--- src/rtl/matmul_fsmd_param.sv ---
`default_nettype none
// ============================================================================
// Module   : matmul_fsmd_param
// Brief    : NxN unsigned matrix multiply FSMD. Reads A/B from synchronous
//            RAMs and streams C row-major over valid/ready, then pulses DONE.
// Revision : 1.0 - initial parameterised release
// ============================================================================
module matmul_fsmd_param #(
    parameter  int N     = 3,
    parameter  int DW    = 8,
    parameter  int OW    = 8,
    parameter  int SAT   = 1,
    localparam int AW    = (N * N > 1) ? $clog2(N * N) : 1,
    localparam int IW    = (N > 1) ? $clog2(N) : 1,
    localparam int ACC_W = 2 * DW + IW
) (
    input  logic          CLK,
    input  logic          RST,
    input  logic          go_i,
    output logic          READ_EN_A,
    output logic [AW-1:0] ADDR_A,
    input  logic [DW-1:0] DATA_A,
    output logic          READ_EN_B,
    output logic [AW-1:0] ADDR_B,
    input  logic [DW-1:0] DATA_B,
    output logic          OUT_VALID,
    input  logic          OUT_READY,
    output logic [OW-1:0] OUT,
    output logic [IW-1:0] OUT_ROW,
    output logic [IW-1:0] OUT_COL,
    output logic          BUSY,
    output logic          DONE
);

    localparam logic [2:0] c_IDLE = 3'd0;
    localparam logic [2:0] c_RD   = 3'd1;
    localparam logic [2:0] c_MAC  = 3'd2;
    localparam logic [2:0] c_EMIT = 3'd3;
    localparam logic [2:0] c_FIN  = 3'd4;

    localparam logic [IW-1:0] c_LAST = IW'(N - 1);

    logic [2:0]       r_state;
    logic [IW-1:0]    r_i;
    logic [IW-1:0]    r_j;
    logic [IW-1:0]    r_k;
    logic [ACC_W-1:0] r_sum;
    logic [OW-1:0]    r_out;

    logic [2*DW-1:0]  w_prod;
    logic [ACC_W-1:0] w_sum_next;
    logic [OW-1:0]    w_out_map;
    logic             w_rd;
    logic             w_emit;

    assign w_prod     = {{DW{1'b0}}, DATA_A} * {{DW{1'b0}}, DATA_B};
    assign w_sum_next = r_sum + {{(ACC_W - 2*DW){1'b0}}, w_prod};

    // Output mapping is chosen at elaboration; a wide enough output never clips.
    generate
        if (OW >= ACC_W) begin : g_wide
            assign w_out_map = OW'(w_sum_next);
        end else if (SAT != 0) begin : g_sat
            assign w_out_map = (|w_sum_next[ACC_W-1:OW]) ? {OW{1'b1}}
                                                         : w_sum_next[OW-1:0];
        end else begin : g_trunc
            assign w_out_map = w_sum_next[OW-1:0];
        end
    endgenerate

    always_ff @(posedge CLK) begin
        if (!RST) begin
            r_state <= c_IDLE;
            r_i     <= '0;
            r_j     <= '0;
            r_k     <= '0;
            r_sum   <= '0;
            r_out   <= '0;
        end else begin
            case (r_state)
                c_IDLE: begin
                    if (go_i) begin
                        r_i     <= '0;
                        r_j     <= '0;
                        r_k     <= '0;
                        r_sum   <= '0;
                        r_state <= c_RD;
                    end
                end
                c_RD: begin
                    r_state <= c_MAC;
                end
                c_MAC: begin
                    r_sum <= w_sum_next;
                    if (r_k == c_LAST) begin
                        r_out   <= w_out_map;
                        r_state <= c_EMIT;
                    end else begin
                        r_k     <= r_k + IW'(1);
                        r_state <= c_RD;
                    end
                end
                c_EMIT: begin
                    if (OUT_READY) begin
                        if (r_i == c_LAST && r_j == c_LAST) begin
                            r_state <= c_FIN;
                        end else begin
                            if (r_j == c_LAST) begin
                                r_j <= '0;
                                r_i <= r_i + IW'(1);
                            end else begin
                                r_j <= r_j + IW'(1);
                            end
                            r_k     <= '0;
                            r_sum   <= '0;
                            r_state <= c_RD;
                        end
                    end
                end
                c_FIN: begin
                    r_state <= c_IDLE;
                end
                default: begin
                    r_state <= c_IDLE;
                end
            endcase
        end
    end

    assign w_rd   = (r_state == c_RD);
    assign w_emit = (r_state == c_EMIT);

    // Outputs are decoded from state so reset forces every one of them to 0.
    assign READ_EN_A = w_rd;
    assign READ_EN_B = w_rd;
    assign ADDR_A    = w_rd ? (AW'(r_i) * AW'(N) + AW'(r_k)) : '0;
    assign ADDR_B    = w_rd ? (AW'(r_k) * AW'(N) + AW'(r_j)) : '0;
    assign OUT_VALID = w_emit;
    assign OUT       = w_emit ? r_out : '0;
    assign OUT_ROW   = w_emit ? r_i : '0;
    assign OUT_COL   = w_emit ? r_j : '0;
    assign BUSY      = (r_state != c_IDLE);
    assign DONE      = (r_state == c_FIN);

endmodule
`default_nettype wire

--- config.mk ---
export PLATFORM = sky130hd
export DESIGN_NAME = matmul_fsmd_param
export DESIGN_NICKNAME = d
export VERILOG_FILES = /design/src/rtl/matmul_fsmd_param.sv
export SDC_FILE = /design/constraint.sdc
export NUM_CORES = 1
export LEC_CHECK = 0
export BUFFER_PORTS_ARGS = -buffer_cell sky130_fd_sc_hd__buf_2
export CAP_MARGIN = 25
export CORE_MARGIN = 5
export CORE_UTILIZATION = 60
export CTS_CLUSTER_SIZE = 25
export DETAILED_ROUTE_END_ITERATION = 10
export PLACE_DENSITY = 0.85
export SLEW_MARGIN = 10
export SYNTH_ARGS = -nofsm -noshare
export SYNTH_HDL_FRONTEND = slang
export SYNTH_SLANG_ARGS = --single-unit
--- constraint.sdc ---
create_clock -name CLK -period 9.5 [get_ports CLK]
set_input_delay 0.475 -clock CLK [delete_from_list [all_inputs] [get_ports CLK]]
set_output_delay 0.475 -clock CLK [all_outputs]
set_load 0.02 [all_outputs]
# Word-level counts from Yosys, hierarchy flattened
# Index checks and enable logic that the tools add are counted.
# word_totals
wordCells	67
inputBits	20
ff_bits	35
# op_classes
reduce_logical	12
n_mul	3
addsub	6
eq_ne	12
n_mux	28
# ops
cell	count
$mux 18	3
$pmux 18 s3	1
$mux 2	13
$add 18x16->18	1
$mul 8x8->16	1
$mux 8	2
$pmux 3 s4	1
$reduce_and 5->1	2
$reduce_or 10->1	1
$mux 3	3
$add 4x2->4	2
$mul 2x2->4 const B	2
$mux 4	2
$ne 2x2->1 const B	4
$pmux 2 s2	2
$reduce_and 4->1	2
$add 2x1->2 const B	3
$eq 2x2->1 const B	3
$eq 3x2->1 const B	2
$pmux 2 s3	1
$reduce_bool 3->1	2
$reduce_and 2->1	2
$eq 3x1->1 const B	1
$eq 3x3->1 const B	1
4 further kinds	4

# Depth between registers and ports, before layout
# Gate-level depths: netlist of the first run.
# depth
word_depth	5
mapped_depth	19

# Worst setup path before layout of the first run
# OpenSTA, ideal clock, no wires.
# synth_path
path_kind	input to register
from	in DATA_A[5]
to	reg r_out[0]
required_time_ns	9.368
setup_time_ns	0.132
setup_slack_ns	4.662
path_buffers	2
arrival_ns	4.706
cell_stages	18
cell_sequence	clkbuf_1 -> nand2_1 -> fa_1 -> inv_1 -> fa_1 -> inv_1 -> fa_1 -> fa_1 -> inv_1 -> ha_1 -> buf_4 -> and2_2 -> a21oi_1 -> o21ai_1 -> xor2_1 -> and4bb_2 -> nor4b_4 -> a21oi_1
# synth_via
elab_chain_cells	4
# synth_rtl
item	line	source
from (decl)	22	input logic [DW-1:0] DATA_A,
$mul 8x8->16	56	assign w_prod = {{DW{1'b0}}, DATA_A} * {{DW{1'b0}}, DATA_B};
$add 18x16->18	57	assign w_sum_next = r_sum + {{(ACC_W - 2*DW){1'b0}}, w_prod};
$reduce_or 10->1	64	assign w_out_map = (|w_sum_next[ACC_W-1:OW]) ? {OW{1'b1}}
$mux 8	64	
to (signal assigned)	96	r_out <= w_out_map;
to (decl)	48	logic [OW-1:0] r_out;
# No other way between the ends.
# A chain may end at the register's enable or synchronous reset.

# Worst setup path after layout of the first run
# layout_path
from	in DATA_A[0]
to	reg r_out[7]
# layout_via
elab_chain_cells	4
# layout_rtl
item	line
$mul 8x8->16 *	56
$add 18x16->18 *	57
$reduce_or 10->1	64
$mux 8 *	64
# Mark *: on every way between the ends. The rest lies on a longest branch, timed or not.

==> impl_results.md, run 1 <==
* Final setup viols at 0
* Fin nets at 692
* Clock network power share at 14.3%
* Hold Path Class: flop to flop
* Sw frac at 48.5%
* # clock sinks at 35
* Fraction of layout cells with a size suffix above 1 at 11.2%
* P per Cell Area at 201 mW/mm^2
* Switching power total at 479 uW
* Finished Core Util at 67.1%
* CP most frequent cell: fa_1
* Antenna Nets Post-Route at 0
* Worst-Skew Late Latency at 0.29 ns
* Hold Fails Final Rpt at 0
* Drt via density at 5.58
* Synth area leader: fa_1
* Dominant cells by area after synthesis: fa_1 24%, dfxtp_1 15%, ha_1 13%
* CP Data Required Time at 9.65 ns
* Seq pwr share at 16.5%
* Clock transition at path regs at 0.08 ns
* Grt met3 use at 2.87%
* Via count at 3747
* Synth Net Count at 661
* Max Clk Rate at 0.197 GHz
* CP delay by family, top: adder cells
* Placed cell count at 664
* DRC at 0
* Post-synth top area share at 23.7%
* Met2 GRT Util at 36.6%
* Hold_buf cts at 0
* Iter 0 DRT Violations at 256
* Post-cts resize count at 0
* CP Launch Type: input pin
* Core Rows at 31
* Die area at 0.00945 sq mm
* Period utilization at 53.5%
* Status: finished, final reports clean
* Core area at 0.00733 sq mm
* Grt ovf at 0
* Ys flop type: dfxtp_1
* Post-CTS Setup Bufs at 0
* Skew final at 0.00230 ns
* Arr. time, crit path at 5.23 ns
* Antenna fix cells at 0
* First-pass GRT wire length at 16700 um
* Critical Path, Cell by Cell: buf_2 -> nand2_1 -> fa_1 -> fa_1 -> inv_1 -> fa_1 -> inv_1 -> fa_1 -> inv_1 -> ha_1 -> a21o_1 -> a22oi_1 -> o2111ai_1 -> nor3_1 -> a31oi_1 -> nor4b_4 -> a21oi_1
* WP buf/inv at 4
* Comb power frac at 69.2%
* Internal power at 508 uW
* Post-synth EDFFs at 0
* Setup CP Type: input pin to flop
* Clock Tree Buf Depth at 2
* Async S/R FF share, synth at 0%
* CTS tree: built
* Largest net degree at the start of global routing at 39
* Initial Util at 62.3%
* Fin. max-slew vios at 0
* Initial antenna violation count at 0
* Die W at 97.2 um
* Met1 usage in global routing at 26.9%
* I/O Buffers at 44
* Non-filler cells, final at 672
* Wire per inst at 14.3 um
* Most common cell after layout, fill and taps aside: inv_1
* Final setup TNS at 0 ns
* CTS root buf: clkbuf_8
* Unique masters post-synth at 57
* Leak at 2.51 nW
* Ys Warns at 0
* MaxCap Viol Count at 0
* Unrepaired setup endpoints after global routing: no
* Total CTS buffers at 5
* Die height at 97.2 um
* DP Wirelength at 7930 um
* Routed wire length at 9610 um
* Synth Register Bits at 35
* Synth Instances at 541
* DRT Pass-1 Iters at 5
* Slowest CP cell: fa_1
* Area delta synth->final at 7.76%
* Vias in the first global route at 3681
* Sequential area share after synthesis at 15.3%
* CP max stage delay at 0.54 ns
* Most used cells in the layout excluding fill and tap cells: 114 x inv_1, 54 x fa_1, 46 x and2_1, 46 x ha_1, 44 x buf_2
* H-tree level count at 2
* Avg Cell Area, Syn at 8.44 sq um
* I/O pin count at 45
* Fin crit period at 5.08 ns
* GPL Wtd Cong at 0.913
* Worst slew pin tran at 0.776 ns
* Cell Area, Synth at 0.00457 sq mm
* Crit-path max FO at 8
* Relative slew slack at 48.2%
* Total power at 987 uW
* Crit end category: flop
* Worst vdd ir at 0.000102 V
* GR Util All Layers at 20.6%
* GR peak layer: met2
## worst min-delay path: stages, from the launching register on
cell and delay, ns:
dfxtp_1 0.32, nand2_1 0.05, a21boi_0 0.07
## layer usage
layer,vias up,wire length [um]
met1,1841,4110
li1,1801,-
met4,0,93
met5,-,0
met3,9,445
met2,96,4960
## power groups by stage
| stage | registers [mW] | clock network, mW | logic [mW] |
|---|---|---|---|
| global placement | 0.166 | 0 | 0.655 |
| finish | 0.163 | 0.141 | 0.683 |
| global route | 0.164 | 0.150 | 0.767 |
| CTS | 0.163 | 0.142 | 0.678 |
| detailed placement | 0.166 | 0 | 0.671 |
| floorplan | 0.163 | 0 | 0.564 |
## kinds of logic after synthesis
family                   synth area share, %
AND/OR/NAND/NOR                         20.6
buffers and inverters                   11.7
adder cells (fa/ha/maj)                 36.3
AO/OA/AOI/OAI                           13.9
flip-flops                              15.3
XOR/XNOR                                1.92
multiplexers                           0.219
## synth_stat cells, types with 6 or more instances
master	instances
and2_1	46
and3_1	7
o21ai_0	16
nor2_1	18
ha_1	46
a22oi_1	12
nor2b_1	25
clkbuf_1	11
a21o_1	6
inv_1	114
nor3_1	6
dfxtp_1	35
nand2_1	38
nand3_1	6
a21oi_1	21
fa_1	54
## registers in the layout, indices dropped and copies added (netlist names)
| register | cells |
|---|---|
| r_j | 2 |
| r_k | 2 |
| r_sum | 18 |
| r_i | 2 |
| r_out | 8 |
| r_state | 3 |
## layout make-up
| cell class | instances | area, sq um |
|---|---|---|
| Clock buffer | 5 | 68.8 |
| Multi-Input combinational cell | 372 | 3330 |
| Clock inverter | 3 | 47.5 |
| Sequential cell | 35 | 701 |
| Timing Repair Buffer | 44 | 220 |
| Fill cell | 597 | 2410 |
| Inverter | 114 | 428 |
| Tap cell | 99 | 124 |
## per-stage QoR
step / area, sq um / hold slack (ns) / worst slack, ns
after global routing: 4920 / 0.533 / 4.21
after global placement: 4800 / 0.455 / 4.28
after detailed placement: 4800 / 0.474 / 4.18
final: 4920 / 0.482 / 4.42
after floorplan: 4570 / 0.441 / 4.66
after CTS: 4920 / 0.485 / 4.47
## worst paths after layout
| kind | startpoint | endpoint | slack (ns) | cells after the start |
|---|---|---|---|---|
| worst max-delay path | DATA_A[0] | r_out[7] | 4.42 | 17 |
| worst min-delay path | r_sum[14] | r_sum[14] | 0.48 | 2 |
| worst max register to register | r_sum[6] | r_out[7] | 4.56 | 16 |
| worst min register to register | r_sum[14] | r_sum[14] | 0.48 | 2 |
Note: power is estimated with default switching activity, not from simulation.
==> run 2: changes to the inputs <==
- ABC_AREA: default -> 1
- clock period: 9.5 -> 4.8 ns (I/O delays scaled with it)
==> run 2 against run 1 <==
Design area grew 4.4%. Combinational power grew 110%. Total power grew 100%. Synthesized cell count grew 32%. Clock skew grew 0.0039 ns. Utilization shrank 0.97 points. Count of clock-buffer cells in the layout is the same. First-iteration DRC count grew 18%. Non-clock buffer count grew 2. Sequential share of layout area shrank 0.60 points. Critical path depth grew 4. Critical endpoint is now r_out[2]. Highest routed layer unchanged.
==> impl_results.md, run 2 <==
* DP Wirelength at 8980 um (+13%)
* Hold_buf cts at 0 (unchanged)
* Largest net degree at the start of global routing at 33 (-15%)
* Fin nets at 861 (+24%)
* Post-synth top cells: 204 x inv_1, 187 x nand2_1, 54 x fa_1
* Worst slew pin tran at 0.555 ns (-0.221 ns)
* Most common cell after layout, fill and taps aside: inv_1
* Synth Register Bits at 35 (unchanged)
* Compound-Gate Fraction of Synth Area at 4.86% (-9.1 points)
* CTS root buf: clkbuf_8
* Drt via density at 5.06 (-9.2%)
* Post-synth top area share at 22.6% (-1.1 points)
* Hold endpoint: r_state[1]
* # clock sinks at 35 (unchanged)
* Post-CTS Setup Bufs at 0 (unchanged)
* Unique masters post-synth at 31 (-46%)
* Clock transition at path regs at 0.08 ns (about the same)
* GPL Wtd Cong at 0.969 (+6.1%)
* Core area at 0.00777 sq mm (+6.0%)
* Avg Cell Area, Syn at 6.71 sq um (-20%)
* Final setup TNS at 0 ns (unchanged)
* I/O Buffers at 44 (unchanged)
* Unrepaired setup endpoints after global routing: no
* Die area at 0.00986 sq mm (+4.3%)
* Fin crit period at 4.31 ns
* Crit-path max FO at 8 (unchanged)
* CP max stage delay at 0.56 ns (+0.02 ns)
* GR Util All Layers at 23.4% (+2.7 points)
* Setup CP Type: flop to flop
* Worst vdd ir at 0.000230 V (+130%)
* Leak at 3.03 nW (+21%)
* Critical R2R Launch: r_sum[6]
* Ys flop type: dfxtp_1
* Iter 0 DRT Violations at 302 (+18%)
* Worst Hold Path Cells at 3 (+1)
* Grt ovf at 0 (unchanged)
* Synth Net Count at 833 (+26%)
* Initial antenna violation count at 0 (unchanged)
* Hold Fails Final Rpt at 0 (unchanged)
* Max Clk Rate at 0.232 GHz
* Die W at 99.3 um (+2.1%)
* DRC at 0 (unchanged)
* MaxCap Viol Count at 0 (unchanged)
* Core Rows at 32 (+3.2%)
* Clock Tree Buf Depth at 2 (unchanged)
* DRT Pass-1 Iters at 6 (+1)
* Biggest regs: r_sum x18, r_out x8, r_state x3
* Adder-Cell Fraction of Synth Area at 34.6% (-1.7 points)
* Async S/R FF share, synth at 0% (unchanged)
* Wire per inst at 12.9 um (-9.5%)
* Worst Setup SP: r_sum[6]
* Reg-to-reg endpoint: r_out[2]
* R2r setup slk at 0.49 ns (-4.07 ns)
* Worst-Skew Late Latency at 0.30 ns (about the same)
* Via count at 4272 (+14%)
* Antenna Nets Post-Route at 0 (unchanged)
* Arr. time, crit path at 4.52 ns (-0.71 ns)
* Area share of xor/xnor cells in the synthesized design at 0.915% (-1.0 points)
* Most flops, register: r_sum
* Routed wire length at 10900 um (+14%)
* CTS tree: built
* Cell Area, Synth at 0.00479 sq mm (+4.9%)
* Reg2Reg Depth at 21 (+5)
* Flip-flop count of the largest register after layout at 18 (unchanged)
* Dominant cell by count in the synthesized netlist: inv_1
* Vias in the first global route at 4242 (+15%)
* Hold Path Class: input pin to flop
* Period utilization at 89.8%
* Most used cells in the layout excluding fill and tap cells: 204 x inv_1, 187 x nand2_1, 54 x fa_1, 46 x ha_1, 44 x buf_2
* Post-synth EDFFs at 0 (unchanged)
* Worst hold slack at 0.213 ns (-0.269 ns)
* Finished Core Util at 66.1% (-0.97 points)
* Mux contribution to synthesized area at 0% (-0.22 points)
* Final setup viols at 0 (unchanged)
* Synth area leader: fa_1
* Hold path startpoint: RST
* Sequential area share after synthesis at 14.6% (-0.71 points)
* H-tree level count at 2 (unchanged)
* Fill cells at 713 (+19%)
* Fraction of layout cells with a size suffix above 1 at 9.97% (-1.2 points)
* Critical Path, Cell by Cell: inv_1 -> fa_1 -> inv_1 -> fa_1 -> inv_1 -> fa_1 -> fa_1 -> inv_1 -> ha_1 -> nand2_1 -> inv_1 -> nand2_1 -> nand3_1 -> nand2_1 -> nand2_1 -> nand2_1 -> nand2_2 -> nor2_4 -> nand4_1 -> nand2_1 -> inv_1
* CP Data Required Time at 5.01 ns (-4.64 ns)
* Dominant cells by area after synthesis: fa_1 23%, inv_1 16%, nand2_1 15%
* First-pass GRT wire length at 18900 um (+13%)
* Post-Synth Simple-Gate Area at 26.3% (+5.7 points)
* Main combinational cell family by area after synthesis: adder cells
* Crit end category: flop
* Post-cts resize count at 0 (unchanged)
* Synth Instances at 713 (+32%)
* Status: finished, final reports clean
* Skew final at 0.00615 ns (+0.00385 ns)
* Total CTS buffers at 5 (unchanged)
* Initial Util at 61.6% (-0.65 points)
* I/O pin count at 45 (unchanged)
* Relative slew slack at 63.0% (+15 points)
* Die height at 99.3 um (+2.1%)
* Ys Warns at 0 (unchanged)
* CP Launch Type: flop
* Fin. max-slew vios at 0 (unchanged)
* Area delta synth->final at 7.32%
* P per Cell Area at 389 mW/mm^2 (+94%)
* Slowest CP cell: fa_1
* Antenna fix cells at 0 (unchanged)
## run 2: changes by cell type after synthesis, sizes merged, moves of 17 or more
| cell | before | now |
|---|---|---|
| and2 | 47 | 2 |
| nand3 | 6 | 29 |
| o21ai | 20 | 3 |
| nor2b | 25 | 0 |
| nor2 | 18 | 49 |
| nand2 | 38 | 191 |
| inv | 114 | 209 |
## run 2: per-layer routing
layer / up-vias / GRT usage (%) / share of wire (%)
met2: 136 / 42.1 / 50
met1: 1983 / 29.2 / 43
met4: 0 / 6.30 / 2.1
li1: 2129 / - / -
met5: - / 0 / 0
met3: 24 / 3.23 / 5.0
## run 2: critical path, delay by kind of cell (launching register included)
kind,cells,cell delay (ns)
fa+ha+maj,5,2.44
buf+inv,6,0.31
flops,1,0.34
simple gates,10,1.15
## run 2: layout make-up
class / count / area, sq um / area share, %
tap: 102 / 128 / 2.48
clock inverter: 3 / 20.0 / 0.390
multi-input combinational: 444 / 3190 / 62.1
inverter: 209 / 787 / 15.3
clock buffer: 5 / 68.8 / 1.34
sequential: 35 / 701 / 13.6
timing repair buffer: 46 / 243 / 4.72
## run 2: worst max-delay path by stage
stage,end,cells past startpoint
after floorplan,r_out[1],22
after global routing,r_out[4],21
after CTS,r_out[3],21
after global placement,r_out[5],22
after detailed placement,r_out[3],22
final,r_out[2],21
## run 2: kinds of logic (layout without fill, tap and decap cells)
| family | Yosys count | in the layout |
|---|---|---|
| and+or+nand+nor | 294 | 294 |
| buffers and inverters | 234 | 263 |
| adders and majority gates | 100 | 100 |
| AOI/OAI and AO/OA | 45 | 45 |
| DFF | 35 | 35 |
| xor gates and xnor gates | 5 | 5 |
## run 2: power by group
| part | switching [mW] | internal [mW] | leakage [nW] | total (mW) |
|---|---|---|---|---|
| sequential | 0.0157 | 0.309 | 0.283 | 0.325 |
| clock | 0.126 | 0.101 | 0.0402 | 0.228 |
| combinational | 0.954 | 0.492 | 2.71 | 1.45 |
| total | 1.10 | 0.902 | 3.03 | 2.00 |
## run 2: through the flow
step / power [mW] / setup WS (ns) / cell area (sq um) / std cells
2_1_floorplan: 1.46 / 0.620 / 4790 / 713
5_1_grt: 2.23 / 0.235 / 5140 / 844
3_3_place_gp: 1.71 / 0.384 / 5030 / 835
6_report: 2.00 / 0.491 / 5140 / 844
4_1_cts: 1.98 / 0.525 / 5120 / 843
3_5_place_dp: 1.74 / 0.307 / 5030 / 835
